File: config.mk
export PLATFORM = sky130hd
export DESIGN_NAME = simon_round_ctrl
export DESIGN_NICKNAME = d
export VERILOG_FILES = /design/src/rtl/simon_pkg.sv /design/src/rtl/simon_lfsr.sv /design/src/rtl/simon_round_ctrl.sv
export SDC_FILE = /design/constraint.sdc
export NUM_CORES = 1
export LEC_CHECK = 0
export ABC_AREA = 0
export CORE_MARGIN = 4
export CORE_UTILIZATION = 45
export DETAILED_ROUTE_END_ITERATION = 12
export DONT_BUFFER_PORTS = 1
export PLACE_DENSITY = 0.72
export SYNTH_ARGS = -nofsm -noshare
export SYNTH_HDL_FRONTEND = slang
export SYNTH_SLANG_ARGS = --single-unit
File: constraint.sdc
create_clock -name clk -period 2.34 [get_ports clk]
set_clock_uncertainty 0.1 [all_clocks]
set_input_delay 0.468 -clock clk [delete_from_list [all_inputs] [get_ports clk]]
set_output_delay 0.468 -clock clk [all_outputs]
set_load 0.03 [all_outputs]
File: src/rtl/simon_pkg.sv
// Shared types and constants for the Simon round sequencer.
// No logic of its own; imported by the LFSR and the round controller.
// Holds the state encoding, LFSR seed/taps and the LFSR step function.
package simon_pkg;

  typedef enum logic [2:0] {
    IDLE,
    ADD,
    SHOW_ON,
    SHOW_OFF,
    WAIT_IN,
    PAUSE,
    LOSE,
    WIN
  } state_e;

  // Seed loaded on reset; any non-zero value keeps the LFSR off the lock-up state.
  localparam logic [7:0] LFSR_SEED = 8'hA5;

  // x^8 + x^6 + x^5 + x^4 + 1, shifting left: feedback from bits 7, 5, 4, 3.
  localparam logic [7:0] LFSR_TAPS = 8'hB8;

  function automatic logic [7:0] lfsr_next(input logic [7:0] cur);
    return {cur[6:0], ^(cur & LFSR_TAPS)};
  endfunction

endpackage

File: src/rtl/simon_lfsr.sv
// Free-running 8-bit maximal-length Fibonacci LFSR used as the colour source.
// Latency: new value every cycle after reset release.
// Backpressure: none; it never stalls.
module simon_lfsr
  import simon_pkg::*;
(
  input  logic       clk_i,
  input  logic       rst_ni,
  output logic [7:0] lfsr_o
);

  logic [7:0] lfsr_q;
  logic [7:0] lfsr_d;

  // Next value from the tap polynomial.
  always_comb begin
    lfsr_d = lfsr_next(lfsr_q);
  end

  // Shift register, seeded on reset.
  always_ff @(posedge clk_i or negedge rst_ni) begin
    if (!rst_ni) lfsr_q <= LFSR_SEED;
    else         lfsr_q <= lfsr_d;
  end

  assign lfsr_o = lfsr_q;

endmodule

File: src/rtl/simon_round_ctrl.sv
// Simon round sequencer: grows the colour sequence, plays it back, checks the player.
// Latency: outputs decoded from registered state; a release is acted on at the next edge.
// Backpressure: none; inputs are levels sampled every tick, start ignored while a game runs.
module simon_round_ctrl
  import simon_pkg::*;
#(
  parameter int MAX_LEN       = 16,
  parameter int HOLD_TICKS    = 30,
  parameter int GAP_TICKS     = 15,
  parameter int TIMEOUT_TICKS = 300
) (
  input  logic                         clk,
  input  logic                         reset,
  input  logic                         start,
  input  logic                         player_pressed,
  input  logic [1:0]                   player_num,
  output logic                         led_on,
  output logic [1:0]                   led_num,
  output logic                         player_turn,
  output logic [$clog2(MAX_LEN+1)-1:0] round_len,
  output logic                         game_over,
  output logic                         win
);

  localparam int LW = $clog2(MAX_LEN + 1);
  localparam int TW = $clog2(TIMEOUT_TICKS + 1);
  localparam int IW = $clog2(MAX_LEN);
  localparam logic [LW-1:0] ONE_L = LW'(1);

  state_e          state_q, state_d;
  logic [LW-1:0]   len_q, len_d;
  logic [LW-1:0]   idx_q, idx_d;
  logic [TW-1:0]   tmr_q, tmr_d;
  logic [1:0]      cap_num_q;
  logic            prev_pressed_q;
  logic [1:0]      seq_q [MAX_LEN];
  logic            seq_we;
  logic [1:0]      seq_rd;
  logic [7:0]      lfsr;
  logic            lfsr_unused;
  logic            rel_evt;
  logic            last_step;

  simon_lfsr u_lfsr (
    .clk_i  (clk),
    .rst_ni (reset),
    .lfsr_o (lfsr)
  );

  // Only the two low LFSR bits pick a colour.
  assign lfsr_unused = ^lfsr[7:2];

  assign rel_evt   = prev_pressed_q & ~player_pressed;
  assign seq_rd    = seq_q[idx_q[IW-1:0]];
  assign last_step = (idx_q == (len_q - ONE_L));

  // Next-state logic for the round sequencer.
  always_comb begin
    state_d = state_q;
    len_d   = len_q;
    idx_d   = idx_q;
    tmr_d   = tmr_q;
    seq_we  = 1'b0;
    case (state_q)
      IDLE, LOSE, WIN: begin
        if (start) begin
          len_d   = '0;
          state_d = ADD;
        end
      end
      ADD: begin
        seq_we  = 1'b1;
        len_d   = len_q + ONE_L;
        idx_d   = '0;
        tmr_d   = '0;
        state_d = SHOW_ON;
      end
      SHOW_ON: begin
        if (tmr_q == TW'(HOLD_TICKS - 1)) begin
          tmr_d   = '0;
          state_d = SHOW_OFF;
        end else begin
          tmr_d = tmr_q + TW'(1);
        end
      end
      SHOW_OFF: begin
        if (tmr_q == TW'(GAP_TICKS - 1)) begin
          tmr_d = '0;
          if (last_step) begin
            idx_d   = '0;
            state_d = WAIT_IN;
          end else begin
            idx_d   = idx_q + ONE_L;
            state_d = SHOW_ON;
          end
        end else begin
          tmr_d = tmr_q + TW'(1);
        end
      end
      WAIT_IN: begin
        // A release takes priority over a timeout landing in the same cycle.
        if (rel_evt) begin
          tmr_d = '0;
          if (cap_num_q != seq_rd) begin
            state_d = LOSE;
          end else if (last_step) begin
            state_d = (len_q == LW'(MAX_LEN)) ? WIN : PAUSE;
          end else begin
            idx_d = idx_q + ONE_L;
          end
        end else if (tmr_q == TW'(TIMEOUT_TICKS)) begin
          state_d = LOSE;
        end else begin
          tmr_d = tmr_q + TW'(1);
        end
      end
      PAUSE: begin
        if (tmr_q == TW'(GAP_TICKS - 1)) begin
          tmr_d   = '0;
          state_d = ADD;
        end else begin
          tmr_d = tmr_q + TW'(1);
        end
      end
      default: state_d = IDLE;
    endcase
  end

  // Control registers and release detector.
  always_ff @(posedge clk or negedge reset) begin
    if (!reset) begin
      state_q        <= IDLE;
      len_q          <= '0;
      idx_q          <= '0;
      tmr_q          <= '0;
      cap_num_q      <= 2'd0;
      prev_pressed_q <= 1'b0;
    end else begin
      state_q        <= state_d;
      len_q          <= len_d;
      idx_q          <= idx_d;
      tmr_q          <= tmr_d;
      prev_pressed_q <= player_pressed;
      if (player_pressed) cap_num_q <= player_num;
    end
  end

  // Sequence storage; always rewritten before being read, so no reset.
  always_ff @(posedge clk) begin
    if (seq_we) seq_q[len_q[IW-1:0]] <= lfsr[1:0];
  end

  // Output decode from registered state only.
  always_comb begin
    led_on      = (state_q == SHOW_ON);
    led_num     = led_on ? seq_rd : 2'd0;
    player_turn = (state_q == WAIT_IN);
    game_over   = (state_q == LOSE);
    win         = (state_q == WIN);
    round_len   = len_q;
  end

endmodule
==> impl_metrics.tcl <==
set metrics [dict create \
    synthSimpleGateAreaFrac 0.168 \
    fp.dieW_um 93.8 \
    cts.clk_slew.worst_paths_ps 80 \
    synth_compound_area_frac 0.0857 \
    cp.required_ps 2480 \
    crit_family "multiplexers" \
    setup_violations 9 \
    cts_tree "yes" \
    synth_top_flop_cell "edfxtp_1" \
    cts_made_buffers 9 \
    fin_crit_sh 1.19 \
    grt_pass1_vias 2361 \
    cap_violations 0 \
    via_per_inst 5.49 \
    internal-power_uw 2710 \
    seqPwrFrac 0.335 \
    drtIter0Drc 124 \
    portBuffers 0 \
    start_kind "flop" \
    swShare 0.383 \
    drtAntennaViolNets 0 \
    cts_buffer_depth 2 \
    crit_fanout 5 \
    fin_crit_ps 2780 \
    end_kind "flop" \
    synth_edf_count 32 \
    antenna_found_initial 0 \
    met3_length_um 409 \
    status "finished with violations" \
    p_switching_uw 1680 \
    gr-usage-all-layers 0.174 \
    postSynthAreaPerCell_um2 11.7 \
    p_leak_uw 0.00155 \
    synth_xor_xnor_area_share 0.0476 \
    drcViolationCount 0 \
    max_stage_delay_ps 560 \
    utilization 0.564 \
    ys_seq_area_frac 0.541 \
    syn_area_um2 3310 \
    rsz0062_at_grt "true" \
    holdWs_ps 49.0 \
    holdCritPathClass "in -> reg" \
    drive_above_1_share 0.304 \
    cts_sinks 65 \
    cts_max_level 3 \
    worstMarginPinSlew_ps 547 \
    yosys.area.top_type_share 0.290 \
    core_um2 7210 \
    num_rows 31 \
    async_flop_share 0.508 \
    dp_cells 409 \
    synth_fa_ha_area_frac 0.0340 \
    num_vias 2383 \
    powerDensity_nw_per_um2 1080 \
    grt_start_max_net_pins 34 \
    dr_wl_met2_um 3670 \
    ioPinCount 17 \
    crit_chain "mux4_2 -> mux2i_2 -> buf_4 -> o22ai_2 -> or4_4 -> a21oi_4 -> buf_6 -> nor3_2 -> a311oi_2" \
    pre_cts_ws_ps -411 \
    wl_per_cell_um 17.1 \
    wl_met1_um 3150 \
    syn_nets 298 \
    comb_power_share 0.449 \
    slowest_stage "mux4_2" \
    yosys-mux-area-fraction 0.0993 \
    synthTopCellsByArea "edfxtp_1 29%, dfrtp_1 22%, mux4_1 4.8%, nor2_1 4.0%, ha_1 3.4%" \
    ys_types 52 \
    finalHoldViolCount 0 \
    syn_inst 283 \
    cts-root-buf "clkbuf_8" \
    nFillCells 597 \
    violations "setup timing" \
    start_util 0.459 \
    post_dp_cell_area_um2 3720 \
    yosys_warnings 0 \
    ys_ff_latch 65 \
    fin_cells 434 \
    ir_drop_mv 0.528 \
    insertedDiodeCount 0 \
    dieArea_um2 8800 \
    synth_top_family_by_area "simple AND/OR/NAND/NOR gates" \
    drv_slew 0 \
    fmax_ghz 0.360 \
    power_frac_clock 0.216 \
    setup_ws_ps -437 \
    slew_headroom 0.634 \
    highest-signal-layer "met4" \
    final_area_um2 4070 \
    critPathArrivalTime_ps 2920 \
    grt_overflow 0 \
    cp_num_buf_inv 2 \
    critPathKind "reg -> reg" \
    grt_pass1_wl_um 11700 \
    hpwl_um 5130 \
    globalplace.congestion 0.833 \
    routed_wl_um 7410 \
    fin_nets 345 \
    firstDrtPassIters 4 \
    synth_top_cell_by_area "edfxtp_1" \
    area_growth_pct 22.8 \
    die_h_um 93.8 \
    insertion_delay_ps 350 \
]
## final timing paths
path | to | depth (start not counted) | from | slack (ps)
setup / recovery | idx_q[2]$_DFFE_PN0P_ | 9 | idx_q[0]$_DFFE_PN0P_ | -440
hold / removal | prev_pressed_q$_DFF_PN0_ | 0 | player_pressed | 50
min in group asynchronous | tmr_q[7]$_DFFE_PN0P_ | 2 | reset | 460
max in group asynchronous | u_lfsr.lfsr_o[5]$_DFF_PN1_ | 2 | reset | 1420
hold reg to reg | u_lfsr.lfsr_o[7]$_DFF_PN1_ | 0 | u_lfsr.lfsr_o[6]$_DFF_PN0_ | 270
setup reg to reg | idx_q[2]$_DFFE_PN0P_ | 9 | idx_q[0]$_DFFE_PN0P_ | -440
## cells by family (layout without fill, tap and decap cells)
kind of cell | Yosys count | count (layout)
simple gates | 112 | 112
flops | 65 | 65
compound gates | 42 | 42
buf+inv | 19 | 71
xor+xnor | 18 | 18
mux | 18 | 18
fa+ha+maj | 9 | 9
## placed cells by master, fill, tap and decap left out, types with 3 or more instances in the layout
cell	n
nor2_1	34
nor3_1	10
xor2_1	10
ha_1	9
nand2_1	22
dfrtp_2	3
xnor2_1	8
edfxtp_1	32
mux4_2	7
nand3_1	6
dfstp_2	4
dfrtp_1	26
clkbuf_8	9
nor2b_1	5
o21ai_0	10
buf_4	40
a21oi_1	8
mux2i_2	3
mux2_4	3
o31ai_1	3
inv_1	7
buf_6	5
nand4_1	7
nand2b_1	7
## state kept, by name (all words and copies together), names as in the netlist
name            count
seq_q              32
tmr_q               9
u_lfsr.lfsr_o       8
idx_q               5
round_len           5
state_q             3
cap_num_q           2
prev_pressed_q      1
## worst reg2reg max path, cell delays in order (launching register included)
cell and delay, ps:
dfrtp_2 460, mux4_2 560, mux2i_2 200, buf_4 150
o22ai_2 80, or4_4 520, a21oi_4 190, buf_6 120
nor3_2 30, a311oi_2 260
## synthesized netlist by cell type, drive strengths merged (3+ instances only)
library cell,number
nor2,35
edfxtp,32
dfrtp,29
nand2,22
nor3,13
a21oi,11
o21ai,10
xor2,10
ha,9
clkbuf,8
mux4,8
xnor2,8
inv,7
nand2b,7
nand4,7
nor2b,7
nand3,6
mux2,5
mux2i,5
buf,4
dfstp,4
o22ai,3
o31ai,3
## final cells by class
class                           instances  area [um2]  share of cell area
Clock buffer                            9         124              0.0304
Clock inverter                          7        71.3              0.0175
Inverter                                7        26.3             0.00645
Multi-Input combinational cell        199        1520               0.374
Sequential cell                        65        1800               0.441
Tap cell                               99         124              0.0304
Timing Repair Buffer                   48         407              0.0999
## power groups by stage
| stage | Sequential, uW | Clock [uW] | Combinational, uW |
|---|---|---|---|
| after floorplan | 1500 | 0 | 1130 |
| after global placement | 1490 | 0 | 1690 |
| after detailed placement | 1490 | 0 | 1730 |
| after CTS | 1470 | 961 | 1820 |
| after global routing | 1490 | 1010 | 2150 |
| final | 1470 | 947 | 1970 |
## stage by stage
stage,TNS (ps),total power [uW]
final,-2880,4390
after detailed placement,-2280,3230
after CTS,-2050,4250
after global placement,-1900,3180
after floorplan,-551,2630
after global routing,-3800,4650
## layer usage
layer  up-vias  global-route usage
li1       1132                   -
met1      1171               0.223
met2        65               0.290
met3        15              0.0409
met4         0              0.0578
met5         -                   0
## repair_timing
action | 4_1_cts | 5_1_grt
gates resized for setup | 6 | 18
hold buffers | 2 | 0
cloned | 0 | 0
buffers inserted | 4 | 3
hold endpoints to repair | 33 | 0
setup endpoints to repair | 9 | 9
pin swaps | 3 | 7
No activity file was read; power rests on OpenSTA's default activity.
